[config.mk]
export PLATFORM = sky130hd
export DESIGN_NAME = mem_page_writer
export DESIGN_NICKNAME = d
export VERILOG_FILES = /design/src/rtl/mem_page_writer.sv
export SDC_FILE = /design/constraint.sdc
export NUM_CORES = 1
export LEC_CHECK = 0
export CAP_MARGIN = 20
export CELL_PAD_IN_SITES_DETAIL_PLACEMENT = 0
export CELL_PAD_IN_SITES_GLOBAL_PLACEMENT = 1
export CORE_ASPECT_RATIO = 0.9
export CORE_MARGIN = 2
export CORE_UTILIZATION = 43
export DETAILED_ROUTE_END_ITERATION = 10
export DONT_BUFFER_PORTS = 1
export PLACE_DENSITY = 0.87
export RECOVER_POWER = 100
export SYNTH_ARGS = -nofsm -noshare
export SYNTH_HDL_FRONTEND = slang
export SYNTH_SLANG_ARGS = --single-unit
[constraint.sdc]
create_clock -name clk -period 2.35 [get_ports clk]
set_clock_uncertainty 0.2 [all_clocks]
set_input_delay 0.1175 -clock clk [delete_from_list [all_inputs] [get_ports clk]]
set_output_delay 0.1175 -clock clk [all_outputs]
set_load 0.05 [all_outputs]
[src/rtl/mem_page_writer.sv]
// Writes BX-tagged input words into a paged BRAM port. Each write appears 1 cycle after it is accepted; there is no backpressure, so a valid word that arrives when the page is full is dropped.
// Define WRITER_OVF_CNT_EN to build the saturating dropped-word counter that drives ovf_cnt.
module mem_page_writer #(
    parameter int RAM_WIDTH = 32,
    parameter int RAM_DEPTH = 16,
    parameter int PAGES     = 2,
    localparam int IW = $clog2(RAM_DEPTH),
    localparam int PW = $clog2(PAGES),
    localparam int AW = IW + PW,
    localparam int NW = IW + 1
) (
    input  logic                  clk,
    input  logic                  reset,
    input  logic                  en_proc,
    input  logic [2:0]            bx_in,
    input  logic                  din_valid,
    input  logic [RAM_WIDTH-1:0]  din,
    output logic                  wea,
    output logic [AW-1:0]         addra,
    output logic [RAM_WIDTH-1:0]  dina,
    output logic [PAGES*NW-1:0]   nent,
    output logic [2:0]            bx_out,
    output logic                  done,
    output logic                  overflow,
    output logic [15:0]           ovf_cnt
);

    localparam logic [1:0] IDLE  = 2'd0;
    localparam logic [1:0] ARMED = 2'd1;
    localparam logic [1:0] WRITE = 2'd2;

    localparam logic [NW-1:0] DEPTH_N = NW'(RAM_DEPTH);

    logic [1:0]           state_q, state_d;
    logic [2:0]           bx_q;
    logic [NW-1:0]        cnt_q [PAGES];
    logic [NW-1:0]        cnt_d [PAGES];
    logic                 wea_q, wea_d;
    logic [AW-1:0]        addra_q, addra_d;
    logic [RAM_WIDTH-1:0] dina_q, dina_d;
    logic [2:0]           bx_out_q, bx_out_d;
    logic                 done_q, done_d;
    logic                 ovf_q, ovf_d;

    logic                 bx_chg;
    logic                 in_write;
    logic                 accept;
    logic                 drop;
    logic [PW-1:0]        page;
    logic [NW-1:0]        cnt_eff;

    // bx_q tracks bx_in every cycle, so the active page is simply the low bits of bx_in.
    assign bx_chg   = (bx_in != bx_q);
    assign page     = bx_in[PW-1:0];
    assign in_write = en_proc && (state_q == WRITE);
    // A word arriving with a BX change belongs to the new page, so it sees an empty count.
    assign cnt_eff  = bx_chg ? '0 : cnt_q[page];
    assign accept   = in_write && din_valid && (cnt_eff < DEPTH_N);
    assign drop     = in_write && din_valid && !(cnt_eff < DEPTH_N);

    always_comb begin
        state_d = state_q;
        if (!en_proc) begin
            state_d = IDLE;
        end else begin
            case (state_q)
                IDLE:    state_d = ARMED;
                ARMED:   state_d = bx_chg ? WRITE : ARMED;
                WRITE:   state_d = WRITE;
                default: state_d = IDLE;
            endcase
        end
    end

    always_comb begin
        cnt_d    = cnt_q;
        wea_d    = 1'b0;
        addra_d  = addra_q;
        dina_d   = dina_q;
        done_d   = in_write && bx_chg;
        bx_out_d = bx_out_q;
        ovf_d    = ovf_q;
        if (en_proc && (state_q != IDLE) && bx_chg) begin
            cnt_d[page] = '0;
        end
        if (done_d) begin
            bx_out_d = bx_q;
            ovf_d    = 1'b0;
        end
        if (accept) begin
            wea_d       = 1'b1;
            addra_d     = {page, cnt_eff[IW-1:0]};
            dina_d      = din;
            cnt_d[page] = cnt_eff + NW'(1);
        end
        if (drop) begin
            ovf_d = 1'b1;
        end
    end

    always_ff @(posedge clk) begin
        bx_q <= bx_in;
        if (reset) begin
            state_q  <= IDLE;
            wea_q    <= 1'b0;
            addra_q  <= '0;
            dina_q   <= '0;
            bx_out_q <= '0;
            done_q   <= 1'b0;
            ovf_q    <= 1'b0;
            for (int p = 0; p < PAGES; p++) begin
                cnt_q[p] <= '0;
            end
        end else begin
            state_q  <= state_d;
            wea_q    <= wea_d;
            addra_q  <= addra_d;
            dina_q   <= dina_d;
            bx_out_q <= bx_out_d;
            done_q   <= done_d;
            ovf_q    <= ovf_d;
            cnt_q    <= cnt_d;
        end
    end

    for (genvar p = 0; p < PAGES; p++) begin : g_nent
        assign nent[p*NW +: NW] = cnt_q[p];
    end

`ifdef WRITER_OVF_CNT_EN
    logic [15:0] ovf_cnt_q;

    always_ff @(posedge clk) begin
        if (reset) begin
            ovf_cnt_q <= '0;
        end else if (drop && (ovf_cnt_q != 16'hFFFF)) begin
            ovf_cnt_q <= ovf_cnt_q + 16'd1;
        end
    end

    assign ovf_cnt = ovf_cnt_q;
`else
    assign ovf_cnt = '0;
`endif

    assign wea      = wea_q;
    assign addra    = addra_q;
    assign dina     = dina_q;
    assign bx_out   = bx_out_q;
    assign done     = done_q;
    assign overflow = ovf_q;

endmodule
==> results of run 1 <==
==> per-stage QoR <==
step	power (mW)	utilization	worst slack [ps]
2_1_floorplan	1.17	-	425
3_3_place_gp	1.14	0.454	207
3_5_place_dp	1.14	0.454	205
4_1_cts	2.01	0.564	170
5_1_grt	2.08	0.554	28.3
6_report	1.98	0.554	163
==> report_power, final <==
part | total (mW) | switching, mW | internal, mW
logic | 0.174 | 0.110 | 0.0640
clock network | 0.789 | 0.361 | 0.428
registers | 1.02 | 0.0225 | 0.993
total | 1.98 | 0.493 | 1.49
==> worst min-delay path, cell delays in order <==
cell,delay [ps]
mux2i_1,100
xnor2_1,140
nand2_1,80
o32ai_1,70
==> state kept, by name, indices dropped and copies added, names as in the netlist <==
register  count
bx_out        3
addra         5
done          1
nent         10
state_q       2
wea           1
dina         32
overflow      1
bx_q          3
==> area by class of cell <==
type | instances | area, um^2
Inverter | 3 | 11.3
Clock inverter | 3 | 15.0
Timing Repair Buffer | 54 | 477
Clock buffer | 12 | 155
Multi-Input combinational cell | 200 | 1010
Sequential cell | 58 | 1160
Tap cell | 67 | 83.8
Fill cell | 519 | 2350
==> cell families (layout without fill, tap and decap cells) <==
family / after synthesis / in the layout / synth area share
other: 1 / 16 / 0.00160
adder cells (fa/ha/maj): 1 / 1 / 0.00535
flip-flops: 58 / 58 / 0.496
AO/OA/AOI/OAI: 56 / 56 / 0.140
AND/OR/NAND/NOR: 114 / 114 / 0.206
buffers and inverters: 37 / 72 / 0.0979
multiplexers: 8 / 8 / 0.0342
XOR/XNOR: 5 / 5 / 0.0187
==> cell usage in the layout, fill, tap and decap left out, types with 2 or more instances in the layout <==
cell type      netlist  routed
a21oi_1             41      41
buf_4               17       2
clkbuf_1            11      12
clkbuf_8             0      11
clkinv_2             0       3
conb_1               1      16
dfxtp_1             58      58
dlygate4sd3_1        0      38
inv_1                3       3
mux2i_1              8       8
nand2_1             80      80
nand2b_1             9       9
nand3_1              5       5
nor2_1              12      12
o22ai_1              2       2
o32ai_1              6       6
or3_1                2       2
xnor2_1              2       2
xor2_1               3       3
==> per-layer routing <==
layer	track usage	share of wire	up-vias
li1	-	-	986
met1	0.205	0.40	904
met2	0.312	0.50	64
met3	0.0825	0.076	9
met4	0.0778	0.016	0
met5	0	0	-
==> worst max-delay path by stage <==
stage | startpoint | endpoint | slack, ps | depth (start not counted)
global placement | bx_q[1]$_DFF_P_ | nent[4]$_SDFF_PP0_ | 210 | 7
global route | bx_q[0]$_DFF_P_ | dina[3]$_SDFFE_PP0P_ | 30 | 6
finish | bx_q[1]$_DFF_P_ | nent[4]$_SDFF_PP0_ | 160 | 7
floorplan | bx_q[1]$_DFF_P_ | nent[4]$_SDFF_PP0_ | 420 | 8
CTS | bx_q[1]$_DFF_P_ | nent[4]$_SDFF_PP0_ | 170 | 7
detailed placement | bx_q[1]$_DFF_P_ | nent[4]$_SDFF_PP0_ | 200 | 7
==> results.cfg, run 1 <==
[synth]
synth_edf_count = 0
ys_seq_area_frac = 0.496
ys_ff_latch = 58
synthTopCellsByArea = dfxtp_1 50%, nand2_1 13%, a21oi_1 8.8%, buf_4 5.5%, mux2i_1 3.4%
synthCells = 280
synth_area_per_cell_um2 = 8.36
synth_most_common_cell = nand2_1
synth_top_area_cell = dfxtp_1
ys.flop_type = dfxtp_1
yosysWarnings = 0
ys_types = 32
synth_area_um2 = 2340
async_reset_ff_frac = 0
ys_top_cells_by_count = 80 x nand2_1, 58 x dfxtp_1, 41 x a21oi_1
synth_top_area_frac = 0.496

[sta]
fin_crit_ps = 2190
max_freq_mhz = 457
drv_slew = 0
fin_hold_ws_ps = 35.3
setup_viol = 0
setup_tns_ps = 0
rsz0062_at_grt = no
finalCritPeriodShare = 0.931
relSlewSlack = 0.483
worst-slew-pin-transition_ps = 775
hold_viol_final = 0

[pwr]
leakage_nw = 1.05
power_density_nw_per_um2 = 680
max-vdd-ir-drop_uv = 369

[placed_design]
placed_cell_area_um2 = 2390
gp_congestion = 0.809
place_inst = 343
place_hpwl_um = 3520
numPortBuffers = 0

[clock_network]
hold_buffers = 39
tritoncts = done
insertion_delay_ps = 330
cts.sinks = 58
path_clk_slew_ps = 60
h-tree-depth = 3
cts_resized = 0
cts_buffer_depth = 2
cts_root_buf = clkbuf_8
postCtsSetupRepairBufs = 0
numCtsBuffers = 9

[finish]
diodes = 0
area_delta_synth_final_pct = 24.3
final_cells = 397
postLayoutCellArea_um2 = 2910
drive_gt1_frac = 0.0636
nets = 366

[detailed_routing]
drtAntennaViolNets = 0
drc = 0
drtIter0Drc = 72
avgRoutedWirePerCell_um = 13.9
viasPerCell = 4.94
finalWirelength_um = 5530
dr.pass1.iters = 7
num_vias = 1963

[run_status]
status = finished, final reports clean

[global_routing]
grt_overflow = 0
grt_pass1_vias = 1788
grt_max_degree = 62
grt_pass1_wl_um = 8360
track_usage = 0.185
antenna_found_initial = 0

[worst_setup_path]
path_class = reg2reg
rr_startpoint = bx_q[1]$_DFF_P_
critPathTopFamily = simple AND/OR/NAND/NOR gates
worst-r2r-cell-count = 7
crit_fanout = 10
rrSetupSlack_ps = 160
r2r_end = nent[4]$_SDFF_PP0_
path_cells = xor2_1 > or3_1 > nor2_1 > ha_1 > and3_1 > nand3_1 > o22ai_1
start_kind = flip-flop
crit_required_ps = 2400
critPathMaxStageDelay_ps = 540
crit_path_end_kind = flip-flop
cp.arrival_ps = 2240
crit_slowest_cell = or3_1
cp.buffers_inverters = 0

[floorplanning]
dieArea_um2 = 6050
start_util = 0.445
coreArea_um2 = 5260
io_pins = 108
row_count = 25
dieWidth_um = 81.8
die_y_um = 74.0

[min_path]
min_to = nent[3]$_SDFF_PP0_
hp-class = in2reg
min_path_cells = 4
min-delay-start = bx_in[0]

[flow_run]
drv_cap = 0
Note: power is estimated with default switching activity, not from simulation.
==> inputs of run 2 (changes only) <==
--- a/config.mk
+++ b/config.mk
@@ -15,6 +15,7 @@
 export DONT_BUFFER_PORTS = 1
 export PLACE_DENSITY = 0.87
 export RECOVER_POWER = 100
+export SETUP_SLACK_MARGIN = 0.3
 export SYNTH_ARGS = -nofsm -noshare
 export SYNTH_HDL_FRONTEND = slang
 export SYNTH_SLANG_ARGS = --single-unit
==> run 2 against run 1 <==
The flow now finishes with violations (hold timing). Clock-buffer cell count unchanged. Setup slack improved by 150 ps. First-iteration DRC count increased by 8.3%. Fmax increased by 7.2%. Design area decreased by 9.8%. Hold slack got worse by 390 ps. Final cell count decreased by 7.8%. Utilization decreased by 5.5 points. Power decreased by 2.9%. Sequential cell count unchanged. Global-route usage decreased by 0.93 points. Combinational power decreased by 34%. Critical path type unchanged.
==> results.cfg, run 2 (synthesis gave the netlist of run 1 again) <==
[floorplanning]
coreArea_um2 = 5260
dieArea_um2 = 6050
row_count = 25
dieWidth_um = 81.8
die_y_um = 74.0
io_pins = 108
start_util = 0.445

[run_status]
status = finished with violations
violations = hold timing

[clock_network]
cts.sinks = 58
hold_buffers = 5
insertion_delay_ps = 330
h-tree-depth = 3
tritoncts = done
cts_root_buf = clkbuf_8
cts_buffer_depth = 2
numCtsBuffers = 9
path_clk_slew_ps = 70

[global_routing]
antenna_found_initial = 0
grt_pass1_wl_um = 7890
grt_pass1_vias = 1632
grt_overflow = 0
grt_max_degree = 62
track_usage = 0.176

[pwr]
leakage_nw = 0.915
fin_total_pwr_mw = 1.92
power_density_nw_per_um2 = 732
max-vdd-ir-drop_uv = 376

[worst_setup_path]
rr_startpoint = bx_q[0]$_DFF_P_
crit_fanout = 12
crit_required_ps = 2370
path_class = reg2reg
r2r_end = dina[9]$_SDFFE_PP0P_
start_kind = flip-flop
crit_path_end_kind = flip-flop
cp.arrival_ps = 2050
rrSetupSlack_ps = 310
worst-r2r-cell-count = 6

[detailed_routing]
drc = 0
drt-met1-wl_um = 2110
dr.pass1.iters = 4
drtIter0Drc = 78
finalWirelength_um = 5300
drtAntennaViolNets = 0
maxUsedRoutingLayer = met4
dr_wl_met3_um = 492
viasPerCell = 5.09
met2_length_um = 2620
avgRoutedWirePerCell_um = 14.5
num_vias = 1862

[flow_run]
drv_cap = 0

[finish]
diodes = 0
final_common_cell = nand2_1
drive_gt1_frac = 0.0903
utilization = 0.499
area_delta_synth_final_pct = 12.1
nets = 335
largest_reg_flops = 32
final_cell_mix = 80 x nand2_1, 58 x dfxtp_1, 41 x a21oi_1, 16 x conb_1, 12 x clkbuf_1

[min_path]
hp-class = in2reg
min_to = dina[5]$_SDFFE_PP0P_
min-delay-start = reset
min_path_cells = 1

[sta]
rsz0062_at_grt = yes
drv_slew = 0
finalCritPeriodShare = 0.868
fin_crit_ps = 2040
setup_viol = 0
setup_tns_ps = 0
fin_hold_ws_ps = -352
max_freq_mhz = 490
hold_viol_final = 53
relSlewSlack = 0.477
worst-slew-pin-transition_ps = 784

[placed_design]
gp_congestion = 0.809
numPortBuffers = 0
place_hpwl_um = 3520
[run 2: stage by stage]
stage / hold slack, ps / worst slack (ps) / cells / instance area (um^2)
6_report: -352 / 310 / 366 / 2620
4_1_cts: -370 / 308 / 363 / 2620
3_3_place_gp: -54.7 / 207 / 343 / 2390
3_5_place_dp: -54.7 / 205 / 343 / 2390
5_1_grt: -382 / 175 / 366 / 2620
2_1_floorplan: -54.8 / 425 / 295 / 2400
[run 2: worst max path at each step]
stage                          startpoint                    end  slack [ps]  cells past startpoint
after floorplan           bx_q[1]$_DFF_P_     nent[4]$_SDFF_PP0_         420                      8
after global placement    bx_q[1]$_DFF_P_     nent[4]$_SDFF_PP0_         210                      7
after detailed placement  bx_q[1]$_DFF_P_     nent[4]$_SDFF_PP0_         200                      7
after CTS                 bx_q[1]$_DFF_P_   dina[0]$_SDFFE_PP0P_         310                      6
after global routing      bx_q[0]$_DFF_P_  dina[30]$_SDFFE_PP0P_         180                      6
final                     bx_q[0]$_DFF_P_   dina[9]$_SDFFE_PP0P_         310                      6
[run 2: power by group]
part	total [mW]	internal (mW)	switching, mW
Combinational	0.114	0.0257	0.0888
Sequential	1.02	0.993	0.0225
Clock	0.790	0.428	0.362
Total	1.92	1.45	0.473
[run 2: worst max-delay path, stage by stage, from the launching register on]
cell      delay, ps
dfxtp_1         330
xor2_1          170
or3_4           460
o21a_1          330
clkbuf_2        260
nand2_1         110
a21oi_1          70
[run 2: repair_timing]
item                       in CTS  in global routing
pin swaps                       0                  4
resized for setup               3                  7
gates cloned                    0                  1
setup endpoints to repair      39                 28
hold endpoints to repair       58                 53
buffers inserted                0                  2
[run 2: layer usage]
layer  track usage  vias to the layer above
met2         0.288                       70
li1              -                      925
met4        0.0778                        0
met3        0.0850                        9
met5             0                        -
met1         0.195                      858
[run 2: area by class of cell]
type / count / area, um^2
Multi-Input combinational cell: 201 / 1050
Tap cell: 67 / 83.8
Timing Repair Buffer: 22 / 150
Fill cell: 536 / 2630
Inverter: 3 / 11.3
Sequential cell: 58 / 1160
Clock inverter: 3 / 15.0
Clock buffer: 12 / 155
==> inputs of run 3 (changes only) <==
--- a/config.mk
+++ b/config.mk
@@ -5,15 +5,17 @@
 export SDC_FILE = /design/constraint.sdc
 export NUM_CORES = 1
 export LEC_CHECK = 0
+export ABC_AREA = 1
 export CAP_MARGIN = 20
 export CELL_PAD_IN_SITES_DETAIL_PLACEMENT = 0
 export CELL_PAD_IN_SITES_GLOBAL_PLACEMENT = 1
 export CORE_ASPECT_RATIO = 0.9
 export CORE_MARGIN = 2
-export CORE_UTILIZATION = 43
+export CORE_UTILIZATION = 42
+export CTS_BUF_LIST = sky130_fd_sc_hd__clkbuf_8 sky130_fd_sc_hd__clkbuf_16
 export DETAILED_ROUTE_END_ITERATION = 10
 export DONT_BUFFER_PORTS = 1
-export PLACE_DENSITY = 0.87
+export PLACE_DENSITY = 0.86
 export RECOVER_POWER = 100
 export SETUP_SLACK_MARGIN = 0.3
 export SYNTH_ARGS = -nofsm -noshare
==> run 3 against run 2 <==
The flow now finishes without violations. Sequential power about the same. Non-clock buffer count up 36. Power up 22%. Sequential share of layout area down 6.9 points. Critical endpoint is now nent[7]$_SDFF_PP0_.
==> results.cfg, run 3 <==
[worst_setup_path]
start_kind = input pin
cp.arrival_ps = 2000
r2r_end = nent[8]$_SDFF_PP0_
rrSetupSlack_ps = 420
crit_path_end_kind = flip-flop
path_class = in2reg
crit_fanout = 7
rr_startpoint = nent[3]$_SDFF_PP0_
crit_required_ps = 2350
worst-r2r-cell-count = 8

[floorplanning]
start_util = 0.433
die_y_um = 76.2
dieWidth_um = 84.3
row_count = 26
coreArea_um2 = 5630
dieArea_um2 = 6420
io_pins = 108

[global_routing]
grt_pass1_vias = 2092
grt_overflow = 0
grt_pass1_wl_um = 9720
antenna_found_initial = 0
track_usage = 0.192
grt_max_degree = 38

[finish]
drive_gt1_frac = 0.0831
register_area_um2 = 1160
final_cells = 455
nets = 420
diodes = 0
final_common_cell = nor2_1
area_delta_synth_final_pct = 27.6
largest_reg_flops = 32
final_cell_mix = 82 x nor2_1, 58 x dfxtp_1, 55 x nand2_1, 44 x dlygate4sd3_1, 32 x o21ai_0
nFillCells = 545
multiInputGateArea_um2 = 1010

[detailed_routing]
drtIter0Drc = 121
drt-met1-wl_um = 2590
dr.pass1.iters = 4
drc = 0
viasPerCell = 4.80
dr_wl_met3_um = 547
maxUsedRoutingLayer = met4
avgRoutedWirePerCell_um = 13.3
drtAntennaViolNets = 0
num_vias = 2182
finalWirelength_um = 6070
met2_length_um = 2810

[synth]
synth_most_common_cell = nor2_1
synth_area_um2 = 2430
synth_edf_count = 0
ys_seq_area_frac = 0.477
synth_top_area_cell = dfxtp_1
ys_top_cells_by_count = 81 x nor2_1, 58 x dfxtp_1, 54 x nand2_1
ys_ff_latch = 58
synth_top_area_frac = 0.477
async_reset_ff_frac = 0
ys_types = 25
synthCells = 326
yosysWarnings = 0
synth_area_per_cell_um2 = 7.47
ys.flop_type = dfxtp_1
synthTopCellsByArea = dfxtp_1 48%, nor2_1 12%, nand2_1 8.3%, o21ai_0 6.6%, buf_4 5.5%

[sta]
setup_tns_ps = 0
finalCritPeriodShare = 0.850
max_freq_mhz = 501
hold_viol_final = 0
rsz0062_at_grt = no
worst-slew-pin-transition_ps = 704
relSlewSlack = 0.530
setup_viol = 0
fin_crit_ps = 2000
drv_slew = 0

[clock_network]
cts_buffer_depth = 2
cts.sinks = 58
insertion_delay_ps = 340
numCtsBuffers = 9
h-tree-depth = 3
path_clk_slew_ps = 70
tritoncts = done
cts_root_buf = clkbuf_8

[min_path]
min_path_cells = 6
min_to = addra[2]$_SDFFE_PP0P_
hp-class = in2reg
min-delay-start = bx_in[0]

[pwr]
power_density_nw_per_um2 = 752
leakage_nw = 1.30
max-vdd-ir-drop_uv = 469

[placed_design]
place_inst = 394
numPortBuffers = 0
gp_congestion = 0.770
place_hpwl_um = 3840

[run_status]
status = finished, final reports clean

[flow_run]
drv_cap = 0
## run 3: changes by cell type in the layout (fill, tap and decap cells not counted), sizes merged, moves of 5 or more
cell,delta
clkbuf,-6
nand2,-21
inv,+20
nand2b,-9
nor2,+73
dlygate4sd3,+39
o32ai,-6
o21ai,+40
mux2i,-8
a21oi,-30
nand4,+5
## run 3: routing by layer
layer  vias to the layer above  track usage
li1                       1110            -
met1                       978        0.223
met2                        82        0.302
met4                         0       0.0968
met5                         -            0
met3                        12       0.0823
## run 3: repair_timing
item / in CTS / in global routing
hold endpoints to repair: 54 / 6
hold buffers: 44 / 1
buffers inserted: 0 / 0
endpoints found under the setup margin: 0 / 33
gates resized for setup: 0 / 7
## run 3: layout make-up
| class | count | share of cell area |
|---|---|---|
| Clock inverter | 7 | 0.0374 |
| Clock buffer | 9 | 0.0399 |
| Timing Repair Buffer | 58 | 0.167 |
| Tap cell | 70 | 0.0282 |
| Sequential cell | 58 | 0.374 |
| Inverter | 23 | 0.0298 |
| Multi-Input combinational cell | 230 | 0.324 |
## run 3: stage by stage
step,utilization,setup slack [ps],total power [mW],area (um^2),hold WS [ps]
final,0.552,353,2.34,3110,7.91
after global routing,0.552,219,2.42,3110,17.7
after detailed placement,0.435,499,1.19,2450,-54.7
after floorplan,-,529,1.20,2490,-54.8
after global placement,0.435,513,1.19,2450,-54.6
after CTS,0.556,360,2.36,3130,-413
## run 3: cell families after synthesis
kind of cell / synth area share
flip-flops: 0.477
XOR/XNOR: 0.00668
other: 0.00154
adder cells (fa/ha/maj): 0.00514
AO/OA/AOI/OAI: 0.115
AND/OR/NAND/NOR: 0.266
buffers and inverters: 0.129
## run 3: critical path, stage by stage
cell           delay (ps)
dlygate4sd3_1         590
xnor2_2               250
nand3_1               300
nor2_4                220
ha_1                  210
inv_1                  50
nand2_1                60
nand2_1                80
nand2_1                60
a21oi_1                60
## run 3: how the worst max path moves through the flow
stage | start | to | slack, ps | depth (start not counted)
2_1_floorplan | nent[5]$_SDFF_PP0_ | nent[6]$_SDFF_PP0_ | 530 | 7
3_3_place_gp | bx_q[1]$_DFF_P_ | nent[2]$_SDFF_PP0_ | 510 | 9
3_5_place_dp | state_q[1]$_SDFF_PP0_ | dina[16]$_SDFFE_PP0P_ | 500 | 8
4_1_cts | reset | nent[4]$_SDFF_PP0_ | 360 | 5
5_1_grt | bx_in[1] | nent[7]$_SDFF_PP0_ | 220 | 10
6_report | bx_in[1] | nent[7]$_SDFF_PP0_ | 350 | 10
## run 3: power breakdown
part           total [mW]  switching, mW  internal [mW]
Clock                1.11          0.402          0.703
Sequential           1.03         0.0385          0.996
Combinational       0.197          0.125         0.0714
Total                2.34          0.565           1.77
